`src/rtl/alu_pkg.sv`:
```
// ----------------------------------------------------------------------------
// alu_pkg: opcode, flag and arbiter-state types shared by the ALU arbiter slice
// rev 1.0
// ----------------------------------------------------------------------------
`default_nettype none

package alu_pkg;

  typedef enum logic [2:0] {
    ALU_ADD  = 3'd0,
    ALU_SUB  = 3'd1,
    ALU_AND  = 3'd2,
    ALU_OR   = 3'd3,
    ALU_XOR  = 3'd4,
    ALU_NEG  = 3'd5,
    ALU_PASS = 3'd6,
    ALU_NOP  = 3'd7
  } alu_op_t;

  typedef struct packed {
    logic n;
    logic z;
    logic c;
    logic v;
  } alu_flags_t;

  typedef enum logic [1:0] {
    ST_IDLE = 2'd0,
    ST_EXEC = 2'd1,
    ST_RESP = 2'd2
  } arb_state_t;

  localparam alu_op_t OP_NOP = ALU_NOP;

  function automatic logic is_reserved(input logic [2:0] op);
    return op == OP_NOP;
  endfunction

endpackage

`default_nettype wire

```
`src/rtl/alu_arbiter_if.sv`:
```
// ----------------------------------------------------------------------------
// alu_arbiter_if: request/response handshakes between requesters and the arbiter
// rev 1.0
// ----------------------------------------------------------------------------
`default_nettype none

interface alu_arbiter_if #(
  parameter int WIDTH = 32,
  parameter int NREQ  = 2
);
  import alu_pkg::*;

  logic [NREQ-1:0]            req_valid;
  logic [NREQ-1:0]            req_ready;
  logic [NREQ-1:0][WIDTH-1:0] req_a;
  logic [NREQ-1:0][WIDTH-1:0] req_b;
  logic [NREQ-1:0][2:0]       req_op;
  logic [NREQ-1:0]            rsp_valid;
  logic [NREQ-1:0]            rsp_ready;
  logic [WIDTH-1:0]           rsp_result;
  alu_flags_t                 rsp_flags;
  logic                       rsp_err;

  modport master (
    output req_valid, req_a, req_b, req_op, rsp_ready,
    input  req_ready, rsp_valid, rsp_result, rsp_flags, rsp_err
  );

  modport slave (
    input  req_valid, req_a, req_b, req_op, rsp_ready,
    output req_ready, rsp_valid, rsp_result, rsp_flags, rsp_err
  );

endinterface

`default_nettype wire

```
`src/rtl/rr_arbiter.sv`:
```
// ----------------------------------------------------------------------------
// rr_arbiter: combinational round-robin pick, searching from last_grant + 1
// rev 1.0
// ----------------------------------------------------------------------------
`default_nettype none

module rr_arbiter #(
  parameter int NREQ = 2
) (
  input  logic [NREQ-1:0]         req,
  input  logic [$clog2(NREQ)-1:0] last_grant,
  input  logic                    en,
  output logic [NREQ-1:0]         grant,
  output logic [$clog2(NREQ)-1:0] grant_idx
);

  localparam int IW = $clog2(NREQ);

  logic          found;
  logic [IW-1:0] cand;

  always_comb begin
    grant     = '0;
    grant_idx = '0;
    found     = 1'b0;
    cand      = '0;
    for (int i = 1; i <= NREQ; i++) begin
      cand = IW'((int'(last_grant) + i) % NREQ);
      if (en && !found && req[cand]) begin
        found       = 1'b1;
        grant[cand] = 1'b1;
        grant_idx   = cand;
      end
    end
  end

endmodule

`default_nettype wire

```
`src/rtl/alu_arbiter.sv`:
```
// ----------------------------------------------------------------------------
// alu_arbiter: shares one combinational ALU among NREQ requesters round-robin
// rev 1.0
// ----------------------------------------------------------------------------
`default_nettype none

module alu_arbiter
  import alu_pkg::*;
#(
  parameter int WIDTH = 32,
  parameter int NREQ  = 2
) (
  input  logic             clk,
  input  logic             rst_n,
  alu_arbiter_if.slave     bus,
  output logic [WIDTH-1:0] alu_a,
  output logic [WIDTH-1:0] alu_b,
  output logic [2:0]       alu_op,
  input  logic [WIDTH-1:0] alu_result,
  input  logic [3:0]       alu_flags
);

  localparam int IW = $clog2(NREQ);

  arb_state_t       state;
  arb_state_t       state_nxt;
  logic [IW-1:0]    last_grant;
  logic [IW-1:0]    grant_q;
  logic [IW-1:0]    win_idx;
  logic [NREQ-1:0]  win_onehot;
  logic             arb_en;
  logic             accept;
  logic             legal;
  logic             rsp_fire;
  logic [2:0]       win_op;
  logic [WIDTH-1:0] result_q;
  alu_flags_t       flags_q;
  logic             err_q;

  // Gating with rst_n keeps req_ready low for the whole reset window.
  assign arb_en = rst_n && (state == ST_IDLE);

  rr_arbiter #(.NREQ(NREQ)) u_rr (
    .req        (bus.req_valid),
    .last_grant (last_grant),
    .en         (arb_en),
    .grant      (win_onehot),
    .grant_idx  (win_idx)
  );

  assign accept   = |win_onehot;
  assign win_op   = bus.req_op[win_idx];
  assign legal    = !is_reserved(win_op);
  assign rsp_fire = (state == ST_RESP) && bus.rsp_ready[grant_q];

  always_ff @(posedge clk) begin
    if (!rst_n) begin
      state <= ST_IDLE;
    end else begin
      state <= state_nxt;
    end
  end

  always_comb begin
    state_nxt     = state;
    bus.req_ready = '0;
    bus.rsp_valid = '0;
    case (state)
      ST_IDLE: begin
        bus.req_ready = win_onehot;
        if (accept) begin
          state_nxt = legal ? ST_EXEC : ST_RESP;
        end
      end
      ST_EXEC: begin
        state_nxt = ST_RESP;
      end
      ST_RESP: begin
        bus.rsp_valid[grant_q] = 1'b1;
        if (bus.rsp_ready[grant_q]) begin
          state_nxt = ST_IDLE;
        end
      end
      default: begin
        state_nxt = ST_IDLE;
      end
    endcase
  end

  // ALU operand registers are loaded only on a legal accept, so they carry
  // the operation for exactly the EXEC cycle and sit at NOP/0 otherwise.
  always_ff @(posedge clk) begin
    if (!rst_n) begin
      alu_a      <= '0;
      alu_b      <= '0;
      alu_op     <= OP_NOP;
      grant_q    <= '0;
      last_grant <= IW'(NREQ - 1);
      result_q   <= '0;
      flags_q    <= '0;
      err_q      <= 1'b0;
    end else begin
      alu_a  <= '0;
      alu_b  <= '0;
      alu_op <= OP_NOP;
      if (accept) begin
        grant_q <= win_idx;
        if (legal) begin
          alu_a  <= bus.req_a[win_idx];
          alu_b  <= bus.req_b[win_idx];
          alu_op <= win_op;
        end else begin
          result_q <= '0;
          flags_q  <= '0;
          err_q    <= 1'b1;
        end
      end
      if (state == ST_EXEC) begin
        result_q <= alu_result;
        flags_q  <= alu_flags;
        err_q    <= 1'b0;
      end
      if (rsp_fire) begin
        last_grant <= grant_q;
      end
    end
  end

  assign bus.rsp_result = result_q;
  assign bus.rsp_flags  = flags_q;
  assign bus.rsp_err    = err_q;

endmodule

`default_nettype wire

```
`src/flat_wrapper.sv`:
```
// flat-port wrapper written by rule: the top's interface ports become plain ports
module alu_arbiter_flat import alu_pkg::*;
#(
  parameter int WIDTH = 32,
  parameter int NREQ  = 2
)
  (clk, rst_n, alu_a, alu_b, alu_op, alu_result, alu_flags, bus_req_valid, bus_req_a, bus_req_b, bus_req_op, bus_rsp_ready, bus_req_ready, bus_rsp_valid, bus_rsp_result, bus_rsp_flags, bus_rsp_err);
  alu_arbiter_if #(.WIDTH(WIDTH), .NREQ(NREQ)) bus_i ();
  input  logic clk;
  input  logic rst_n;
  output logic [WIDTH-1:0] alu_a;
  output logic [WIDTH-1:0] alu_b;
  output logic [2:0] alu_op;
  input  logic [WIDTH-1:0] alu_result;
  input  logic [3:0] alu_flags;
  input wire logic [$bits(bus_i.req_valid)-1:0] bus_req_valid;
  input wire logic [$bits(bus_i.req_a)-1:0] bus_req_a;
  input wire logic [$bits(bus_i.req_b)-1:0] bus_req_b;
  input wire logic [$bits(bus_i.req_op)-1:0] bus_req_op;
  input wire logic [$bits(bus_i.rsp_ready)-1:0] bus_rsp_ready;
  output wire logic [$bits(bus_i.req_ready)-1:0] bus_req_ready;
  output wire logic [$bits(bus_i.rsp_valid)-1:0] bus_rsp_valid;
  output wire logic [$bits(bus_i.rsp_result)-1:0] bus_rsp_result;
  output wire logic [$bits(bus_i.rsp_flags)-1:0] bus_rsp_flags;
  output wire logic [$bits(bus_i.rsp_err)-1:0] bus_rsp_err;
  assign bus_i.req_valid = bus_req_valid;
  assign bus_i.req_a = bus_req_a;
  assign bus_i.req_b = bus_req_b;
  assign bus_i.req_op = bus_req_op;
  assign bus_i.rsp_ready = bus_rsp_ready;
  assign bus_req_ready = bus_i.req_ready;
  assign bus_rsp_valid = bus_i.rsp_valid;
  assign bus_rsp_result = bus_i.rsp_result;
  assign bus_rsp_flags = bus_i.rsp_flags;
  assign bus_rsp_err = bus_i.rsp_err;
  alu_arbiter #(.WIDTH(WIDTH), .NREQ(NREQ)) u_core (.clk(clk), .rst_n(rst_n), .bus(bus_i), .alu_a(alu_a), .alu_b(alu_b), .alu_op(alu_op), .alu_result(alu_result), .alu_flags(alu_flags));
endmodule
```
`config.mk`:
```
export PLATFORM = sky130hd
export DESIGN_NAME = alu_arbiter_flat
export DESIGN_NICKNAME = d
export VERILOG_FILES = /design/src/rtl/alu_pkg.sv /design/src/rtl/alu_arbiter_if.sv /design/src/rtl/rr_arbiter.sv /design/src/rtl/alu_arbiter.sv /design/src/flat_wrapper.sv
export SDC_FILE = /design/constraint.sdc
export NUM_CORES = 1
export LEC_CHECK = 0
export CAP_MARGIN = 5
export CORE_ASPECT_RATIO = 0.5
export CORE_UTILIZATION = 34
export DETAILED_ROUTE_END_ITERATION = 8
export PLACE_DENSITY = 0.85
export RECOVER_POWER = 25
export REMOVE_ABC_BUFFERS = 1
export SLEW_MARGIN = 20
export SYNTH_ARGS = -nofsm -noshare
export SYNTH_HDL_FRONTEND = slang
export SYNTH_HIERARCHICAL = 1
export SYNTH_SLANG_ARGS = --single-unit
```
`constraint.sdc`:
```
create_clock -name clk -period 2.3 [get_ports clk]
set_input_delay 0.345 -clock clk [delete_from_list [all_inputs] [get_ports clk]]
set_output_delay 0.345 -clock clk [all_outputs]
set_load 0.01 [all_outputs]
```
Word level (Yosys, flattened, before mapping)
Cells that the tools add are included.
{"block": "totals", "reg_bits": 108, "latchBits": 0, "mem_bits_rw": 0, "rom_bits": 0, "inputBits": 176, "wordCells": 82, "memories": 0}
{"block": "op_classes", "n_addsub": 2, "multipliers": 0, "div_mod_pow": 0, "magnitude_cmp": 7, "n_eq_ne": 5, "shifts": 0, "muxes": 35, "bitwise_logic": 3, "n_reduce_logical": 18}
{"op": "2-to-1 mux 32 bit", "count": 7}
{"op": "2-to-1 mux 2 bit", "count": 7}
{"op": "2-to-1 mux 1 bit", "count": 12}
{"op": "2-to-1 mux 4 bit", "count": 3}
{"op": "logical AND 1 bit", "count": 8}
{"op": "less-than comparator 1 x 2 -> 1 bit (second input constant)", "count": 4}
{"op": "2-to-1 mux 3 bit", "count": 2}
{"op": "case mux 2 bit (3 select lines)", "count": 1}
{"op": "AND reduction 2 bit", "count": 3}
{"op": "nonzero test 2 bit", "count": 2}
{"op": "OR reduction 2 bit", "count": 2}
{"op": "demux 1 bit (select 1 bit)", "count": 3}
{"op": "== test 3 bit (second input constant)", "count": 1}
{"op": ">= comparator 1 bit (second input constant)", "count": 3}
{"op": "OR reduction 3 bit", "count": 1}
{"op": "adder 1 bit (second input constant)", "count": 2}
{"op": "== test 2 x 1 -> 1 bit (second input constant)", "count": 1}
{"op": "== test 2 bit (second input constant)", "count": 1}
{"op": "logical NOT 2 bit", "count": 1}
{"op": "inequality test 2 x 1 -> 1 bit (second input constant)", "count": 1}
{"op": "inequality test 2 bit (second input constant)", "count": 1}
{"op": "NOT 1 bit", "count": 2}
{"op": "bitwise OR 2 bit", "count": 1}
{"op": "logical NOT 1 bit", "count": 1}

Longest topological paths before layout
{"block": "logic_depth", "word_depth": 15, "depth_mapped": 10, "ltp_nobuf": 7}

Hierarchy
The synthesis kept the hierarchy.
{"module": "alu_arbiter", "instances": 1, "cells_each": 334, "area_per_inst_um2": 3812.4, "seq_area_each_um2": 2162.1}
{"module": "rr_arbiter", "instances": 1, "cells_each": 6, "area_per_inst_um2": 26.3, "seq_area_each_um2": 0.0}

Worst setup path before layout
No wires, ideal clock.
{"block": "synth_path", "path_kind": "input to register", "from": "input rst_n", "to": "register u_core.result_q[10] (netlist: u_core/bus.rsp_result[10])", "arrival_ns": 1.759, "path_slack_ns": 0.424, "path_stages": 10, "path_buffers": 4, "cell_sequence": "buf_2 -> and2_1 -> nand2_1 -> a21oi_1 -> or2_1 -> buf_2 -> a21bo_1 -> buf_6 -> buf_6 -> a32o_1"}
{"block": "synth_via", "word_cells_on_any_way": 18, "classes_between": "eq/ne: 1; mux: 7; bitwise: 1; reduce/logical: 9"}
{"element": "start, declared", "line": "flat_wrapper.sv:10", "rtl": "input logic rst_n;"}
{"element": "logical AND 1 bit *", "line": "alu_arbiter.sv:41", "rtl": "assign arb_en = rst_n && (state == ST_IDLE);"}
{"element": "net u_core.arb_en", "line": "alu_arbiter.sv:31", "rtl": "logic arb_en;"}
{"element": "logical AND 1 bit", "line": "rr_arbiter.sv:29", "rtl": "if (en && !found && req[cand]) begin"}
{"element": "2-to-1 mux 1 bit", "line": "rr_arbiter.sv:29"}
{"element": "logical NOT 1 bit", "line": "rr_arbiter.sv:29"}
{"element": "logical AND 1 bit (2 in a row)", "line": "rr_arbiter.sv:29"}
{"element": "2-to-1 mux 2 bit *", "line": "rr_arbiter.sv:29"}
{"element": "net u_core.win_onehot[1]", "line": "alu_arbiter.sv:30", "rtl": "logic [NREQ-1:0] win_onehot;"}
{"element": "OR reduction 2 bit *", "line": "alu_arbiter.sv:51", "rtl": "assign accept = |win_onehot;"}
{"element": "nonzero test 2 bit (no source line) *"}
{"element": "AND reduction 2 bit (no source line) *"}
{"element": "end signal, assigned", "line": "alu_arbiter.sv:119", "rtl": "result_q <= alu_result;"}
{"element": "end, declared", "line": "alu_arbiter.sv:36", "rtl": "logic [WIDTH-1:0] result_q;"}
Mark *: on every way through the listed nets, which the timed path passes. The rest lies on a longest branch. The select of a mux whose other input is x is not followed.
A chain may end at the register's enable or synchronous reset.

Worst setup path after layout
{"block": "layout_path", "from": "register u_core.state[0]", "to": "output bus_req_ready[0]"}
{"block": "layout_via", "elab_chain_len": 9, "word_cells_on_any_way": 11, "classes_between": "mux: 4; bitwise: 1; reduce/logical: 6"}
{"element": "start, declared", "line": "alu_arbiter.sv:25", "rtl": "arb_state_t state;"}
{"element": "start signal, assigned", "line": "alu_arbiter.sv:60", "rtl": "state <= state_nxt;"}
{"element": "logical NOT 2 bit *", "line": "alu_arbiter.sv:41"}
{"element": "logical AND 1 bit *", "line": "alu_arbiter.sv:41"}
{"element": "net u_core.arb_en", "line": "alu_arbiter.sv:31"}
{"element": "logical AND 1 bit", "line": "rr_arbiter.sv:29"}
{"element": "2-to-1 mux 1 bit", "line": "rr_arbiter.sv:29"}
{"element": "logical NOT 1 bit", "line": "rr_arbiter.sv:29"}
{"element": "logical AND 1 bit (2 in a row)", "line": "rr_arbiter.sv:29"}
{"element": "2-to-1 mux 2 bit *", "line": "rr_arbiter.sv:29"}
{"element": "net u_core.win_onehot[0]", "line": "alu_arbiter.sv:30"}
{"element": "2-to-1 mux 2 bit *", "line": "alu_arbiter.sv:68", "rtl": "case (state)"}
{"element": "end, declared", "line": "flat_wrapper.sv:21", "rtl": "output wire logic [$bits(bus_i.req_ready)-1:0] bus_req_ready;"}
Mark *: on every way through the listed nets, which the timed path passes. The rest lies on a longest branch.

==> run_results.csv <==
group,metric,value,unit
sta,finClkSkew,0.00441,ns
worst_hold_path,hold_path.class,"register to register",
clocking,tritoncts_clock_tree,"done",
worst_hold_path,min_to,"u_core/bus.rsp_err$_SDFFE_PP0P_",
sta,worst_slew_pin_slew,0.392,ns
setup_path,reg2reg_setup_slack,0.30,ns
clocking,cts_sinks,108,
floorplan,std_cell_rows,26,
setup_path,path_class,"register to primary output",
route,drt.antenna.violating_nets,0,
setup_path,r2r_end,"u_core/bus.rsp_result[25]$_SDFFE_PN0P_",
grt,antenna_found_initial,0,
setup_path,crit_arrival,1.84,ns
final_layout,drive_gt1_share,5.47,%
setup_path,crit_path_max_fanout,7,
final_layout,finish.utilization,67.4,%
sta,min_period_over_period,95.0,%
grt,pin_count_of_the_biggest_net_entering_global_routing,66,
sta,maxClockFrequency,458,MHz
setup_path,max_stage_delay,0.53,ns
route,dr_total_vias,3607,
setup_path,timing.critical_path.mode_cell,"sky130_fd_sc_hd__and2_1",
clocking,tritoncts.num_buffers,9,
placement,gp_routability_congestion,0.850,
setup_path,r2r_start,"u_core/state[0]$_SDFFE_PN0P_",
grt,gr-total-overflow,0,
sta,max_slew_margin,73.9,%
floorplan,die_area,11700,sq um
final_layout,diodes,0,
setup_path,r2r.worst_path.cells,8,
clocking,latest_clock_arrival_within_the_worst_skew_pair,0.33,ns
final_layout,post-route-cell-area,7130,sq um
final_layout,finish.net_count,793,
placement,port_buffers,283,
yosys,syn_avg_cell_area,11.3,sq um
floorplan,core-area,10600,sq um
clocking,htree_levels,3,
sta,worst_slack,0.115,ns
yosys,yosysSeqAreaShare,56.3,%
worst_hold_path,worstHoldPathCells,2,
placement,dpl_cell_area,6830,sq um
yosys,yosys_warns,6,
outcome,violations_in_the_final_reports,"design-rule violations",
setup_path,timing.critical_path.cells,"nor2_4 > and2_1 > nand2_1 > a21oi_2 > and2_1 > clkdlybuf4s50_1",
setup_path,cp-startpoint,"u_core/state[0]$_SDFFE_PN0P_",
job,cap_violations,0,
route,detail_route.wirelength,12000,microns
floorplan,initial_cell_density_of_the_core,36.3,%
setup_path,worst_setup_path_start_kind,"register",
outcome,outcome,"finished, violations left",
route,avgRoutedWirePerCell,15.8,microns
floorplan,ioPinCount,284,
sta,rsz_0062_raised_after_global_routing,"false",
clocking,worst_setup_hold_path_clk_slew,0.07,ns
sta,setup_viol_count_final,0,
yosys,synth_seq_cells,108,
setup_path,critPathCaptureType,"primary output",
clocking,cts_root_buffer,"sky130_fd_sc_hd__clkbuf_16",
sta,finalWorstPathRequiredPeriod,2.19,ns
grt,first_global_vias,3730,
setup_path,critPathRequiredTime,1.96,ns
power_and_ir_drop,pwr_density_cell,614,nW/um^2
floorplan,dieHeight,77.1,microns
final_layout,area_delta_synth_final,85.8,%
clocking,hold_buffers,0,
route,dr.pass1.iters,7,
yosys,synthesis.area,3840,sq um
grt,grt_pass1_wl,18900,microns
placement,place_hpwl,9350,microns
placement,dp_worst_setup_slack,0.0393,ns
yosys,postSynthCellCount,340,
setup_path,worstPathBufferInverterCount,1,
sta,timing.final.max_slew_violations,0,
clocking,cts_buffer_depth,2,
sta,hold_viol,0,
power_and_ir_drop,total_leakage_power,2.79,nW
yosys,synthDistinctLibCells,26,
route,route.detailed.drc,10,
worst_hold_path,hold_path.startpoint,"u_core/bus.rsp_err$_SDFFE_PP0P_",
route,drtIter0Drc,179,
setup_path,cp_top_family,"buffers and inverters",
floorplan,die_w,152,microns
clocking,post_cts_buffers,0,
grt,grt_overall_usage,20.4,%
setup_path,slowest_stage,"sky130_fd_sc_hd__clkdlybuf4s50_1",
power_and_ir_drop,power.ir.vdd_worst,0.367,mV
route,route.detailed.vias_per_inst,4.73,
==> synthesized netlist by cell type, drive strengths merged <==
cell type | number | area (sq um)
o21ai | 1 | 5.00
nor2 | 65 | 244
a41o | 1 | 10.0
a21boi | 2 | 18.8
nor3 | 2 | 10.0
dfxtp | 108 | 2160
nor2b | 2 | 12.5
or2 | 1 | 6.26
clkbuf | 4 | 15.0
a31o | 1 | 8.76
mux2i | 69 | 691
and2 | 4 | 25.0
nand4b | 1 | 23.8
nand3 | 3 | 15.0
a21oi | 5 | 25.0
and3b | 1 | 8.76
buf | 24 | 145
nand3b | 1 | 7.51
a21bo | 1 | 10.0
nand2 | 3 | 11.3
inv | 3 | 11.3
a32o | 36 | 360
nand4 | 2 | 12.5
==> layout by cell type (no fill, tap or decap), drive strengths merged <==
cell           instances
clkbuf                12
dlygate4sd2            1
clkdlybuf4s50        228
a32o                  36
a41o                   1
nor2b                  2
o21ai                  1
a21oi                  5
nor2                  65
buf                   11
a21bo                  1
mux2i                 69
inv                    5
nand3                  3
a21boi                 2
dlygate4sd3           54
nand4                  2
dfxtp                108
and3b                  1
a31o                   1
nand2                  3
and2                   4
or2                    1
nor3                   2
nand3b                 1
nand4b                 1
clkinv                 2
==> registers in the layout, summed over array words and instances, names as in the netlist <==
signal and cells:
u_core/last_grant 1, u_core/alu_b 32, u_core/alu_op 3, u_core/state 2, u_core/bus.rsp_err 1, u_core/bus.rsp_result 32, u_core/bus.rsp_flags 4, u_core/grant_q 1
u_core/alu_a 32
==> stage by stage <==
stage / hold slack (ns) / TNS, ns / power [mW] / instances
5_1_grt: 0.470 / 0 / 4.57 / 762
3_3_place_gp: 0.431 / 0 / 2.94 / 746
2_1_floorplan: 0.417 / -573.51 / 2.40 / 312
4_1_cts: 0.462 / 0 / 4.44 / 762
6_report: 0.459 / 0 / 4.38 / 762
3_5_place_dp: 0.452 / 0 / 2.97 / 746
==> layer usage <==
metal,vias to the layer above,track usage (%),routed length (microns)
met1,1694,21.8,4640
met3,22,5.43,713
met5,-,0,0
li1,1762,-,-
met4,0,7.24,242
met2,129,38.8,6420
==> area by class of cell <==
| class | instances | area [sq um] |
|---|---|---|
| inverters | 3 | 11.3 |
| flip-flops and latches | 108 | 2160 |
| well taps | 140 | 175 |
| repair buffers | 294 | 2960 |
| fillers | 820 | 3440 |
| clock inverters | 4 | 31.3 |
| multi-input cells | 201 | 1530 |
| clock buffers | 12 | 256 |
==> worst max-delay path by stage <==
stage	depth (start not counted)	end	slack [ns]
final	6	bus_req_ready[0]	0.11
after global routing	6	bus_req_ready[0]	0.02
after CTS	6	bus_req_ready[0]	0.06
after detailed placement	8	u_core/bus.rsp_result[6]$_SDFFE_PN0P_	0.04
after global placement	6	bus_req_ready[1]	0.1
after floorplan	7	u_core/state[0]$_SDFFE_PN0P_	-5.87
==> what timing repair did <==
action                                 in CTS  in global routing
setup endpoints to repair                   2                  1
endpoints found under the hold margin       0                  0
gates resized for setup                     3                  3
pin swaps                                   0                  0
==> worst min-delay path, delay by kind of cell, from the launching register on <==
kind / cells / cell delay [ns]
buf+inv: 1 / 0.05
compound gates: 1 / 0.05
flops: 1 / 0.32
==> power by group <==
| group | leakage [nW] | internal, mW | switching, mW | total, mW |
|---|---|---|---|---|
| clock | 0.144 | 0.803 | 0.674 | 1.48 |
| combinational | 1.77 | 0.557 | 0.329 | 0.886 |
| sequential | 0.879 | 1.97 | 0.0453 | 2.02 |
| total | 2.79 | 3.33 | 1.05 | 4.38 |
==> kinds of logic after synthesis <==
family	after synthesis	share of synthesized area, %
AOI/OAI and AO/OA	47	11.4
buffers and inverters	31	4.47
DFF	108	56.3
muxes	69	18.0
and+or+nand+nor	85	9.81
Power figures use the tool's default switching activity.
==> RTL edit: new RTL, config.mk and constraints unchanged <==
Encoding of `arb_state_t`: now one-hot (3 bits for 3 states).
--- a/src/rtl/alu_pkg.sv
+++ b/src/rtl/alu_pkg.sv
@@ -26,6 +26,6 @@
 
-  typedef enum logic [1:0] {
-    ST_IDLE = 2'd0,
-    ST_EXEC = 2'd1,
-    ST_RESP = 2'd2
+  typedef enum logic [2:0] {
+    ST_IDLE = 3'b001,
+    ST_EXEC = 3'b010,
+    ST_RESP = 3'b100
   } arb_state_t;
Formal check against the unedited RTL: no difference found for any inputs over 4 cycles, from zero or initial values and one cycle with rst_n low; so few cycles prove little.
==> RTL edit against the original RTL <==
- clock skew up 0.0050 ns
- cell area up 2.0%
- power down 2.9%
- sequential cell count up 1
- count of clock-buffer cells in the layout down 2
- routed wire length down 0.82%
- synthesized area up 1.4%
- sequential share of layout area down 0.32 points
- the run still ends with design-rule violations left
- largest cell class unchanged
- setup slack better by 0.013 ns
==> RTL edit: results (changes against the original RTL) <==
| Metric | Value |
|---|---|
| Max Fanout on Critical Path | `5 (was 7)` |
| First-pass DRT Iterations | `8 (was 7)` |
| Vias in the first global route | `3,709 (was 3,730)` |
| Setup Skew | `0.00946 ns (was 0.00441 ns)` |
| Status | `finished with violations (unchanged)` |
| Core Area | `11,100 um^2 (was 10,600 um^2)` |
| Global-route wire length before repair | `18,500 um (was 18,900 um)` |
| Largest net degree at the start of global routing | `39 (was 66)` |
| # port buffers | `283 (unchanged)` |
| DR vias | `3,638 (was 3,607)` |
| Leading post-synthesis cells by cell area | `dfxtp_1, mux2i_1, a32o_1, nor2_1, buf_2 (unchanged)` |
| Gr usage total | `19.8% (was 20.4%)` |
| Leak Pwr | `0.00283 uW (was 0.00279 uW)` |
| Synth unique cells | `30 (was 26)` |
| Commonest cells in the netlist | `dfxtp_1, nor2_1, mux2i_1 (was dfxtp_1, mux2i_1, nor2_1)` |
| Fin nets | `807 (was 793)` |
| CTS Root Cell | `clkbuf_16 (unchanged)` |
| HP Class | `register to register (unchanged)` |
| Max H-tree Level | `3 (unchanged)` |
| # DRC | `2 (was 10)` |
| Bufs on Longest Clock Path | `2 (unchanged)` |
| Clock buffer count from CTS | `9 (unchanged)` |
| Asr flop ratio synth | `0% (unchanged)` |
| Worst-Skew Late Latency | `roughly 0.34 ns` |
| DPL Wire Length | `9190 um (was 9350 um)` |
| Gpl congestion | `0.807 (was 0.850)` |
| Worst Max-Slew Pin Slew | `0.400 ns (was 0.392 ns)` |
| Share of cells above drive strength 1 | `7.39% (was 5.47%)` |
| Fill cells | `913 (was 820)` |
| Worst-path clk slew | `0.07 ns (about the same)` |
| Peak VDD IR | `336 uV (was 367 uV)` |
| Aggregate routed wire length | `11,900 um (was 12,000 um)` |
| 1st-iter DRT viols | `173 (was 179)` |
| Sink Count | `109 (was 108)` |
| WP data arrival | `roughly 1.8 ns` |
| Antenna fix cells | `0 (unchanged)` |
| Yosys warns | `6 (unchanged)` |
| Violated checks | `design-rule violations (unchanged)` |
| Initial antenna violation count | `0 (unchanged)` |
| Sequential area share after synthesis | `56.1% (was 56.3%)` |
| Hold Vio Cnt, Final | `0 (unchanged)` |
[RTL edit: what timing repair did]
| action | in CTS | in global routing |
|---|---|---|
| endpoints found under the setup margin | 2 | 2 |
| hold endpoints to repair | 0 | 0 |
| setup buffers | 2 | 0 |
| gates resized for setup | 7 | 2 |
| hold buffers | 0 | 0 |
[RTL edit: worst max-delay path: stages (launching register included)]
cell             delay, ns
dfxtp_1               0.36
or3b_1                0.47
nor2_1                0.12
clkdlybuf4s50_1       0.55
[RTL edit: routing by layer]
layer | GRT usage [%] | part of all wire (%) | vias to the layer above
met5 | 0 | 0 | -
met4 | 5.05 | 1.1 | 0
met3 | 5.81 | 6.7 | 11
met2 | 38.6 | 53 | 121
met1 | 21.0 | 39 | 1710
li1 | - | - | 1796
[RTL edit: metrics by stage]
| step | area [um^2] | utilization (%) | setup TNS, ns | cells | worst slack (ns) |
|---|---|---|---|---|---|
| after CTS | 7270 | 65.6 | 0 | 781 | 0.0195 |
| after floorplan | 3730 | - | -573.99 | 321 | -5.68 |
| after global placement | 6930 | 62.6 | 0 | 763 | 0.0203 |
| after detailed placement | 6930 | 62.6 | -0.760 | 763 | -0.0376 |
| after global routing | 7270 | 65.6 | 0 | 781 | 0.0209 |
| final | 7270 | 65.6 | 0 | 781 | 0.127 |
[RTL edit: report_power, final]
part           internal [uW]  leakage, uW  switching [uW]  total, uW
combinational            463      0.00179             245        708
sequential              1950     0.000884            19.9       1970
clock                    883     0.000149             696       1580
total                   3290      0.00283             961       4260
[RTL edit: kinds of logic (layout without fill, tap and decap cells)]
logic type | count (synthesis) | after routing | share of synthesized area (%)
AND/OR/NAND/NOR | 91 | 91 | 10.5
AO/OA/AOI/OAI | 49 | 49 | 11.5
buffers and inverters | 31 | 319 | 4.44
flip-flops | 109 | 109 | 56.1
multiplexers | 68 | 68 | 17.5
[RTL edit: cell type report]
cell class                      count  area share, %
Timing Repair Buffer              299           41.4
Sequential cell                   109           30.0
Multi-Input combinational cell    208           21.6
Clock buffer                       10           3.29
Tap cell                          145           2.49
Clock inverter                      6          0.946
Inverter                            4          0.206
[RTL edit: path summary, 6_finish.rpt]
kind                              startpoint  slack [ns]                                endpoint  cells after the start
max             u_core/state[1]$_SDFFE_PN0P_        0.13                        bus_rsp_valid[1]                      3
min          u_core/bus.rsp_err$_SDFFE_PP0P_        0.47         u_core/bus.rsp_err$_SDFFE_PP0P_                      2
max reg2reg     u_core/state[1]$_SDFFE_PN0P_        0.18  u_core/bus.rsp_result[30]$_SDFFE_PN0P_                      9
min reg2reg  u_core/bus.rsp_err$_SDFFE_PP0P_        0.47         u_core/bus.rsp_err$_SDFFE_PP0P_                      2
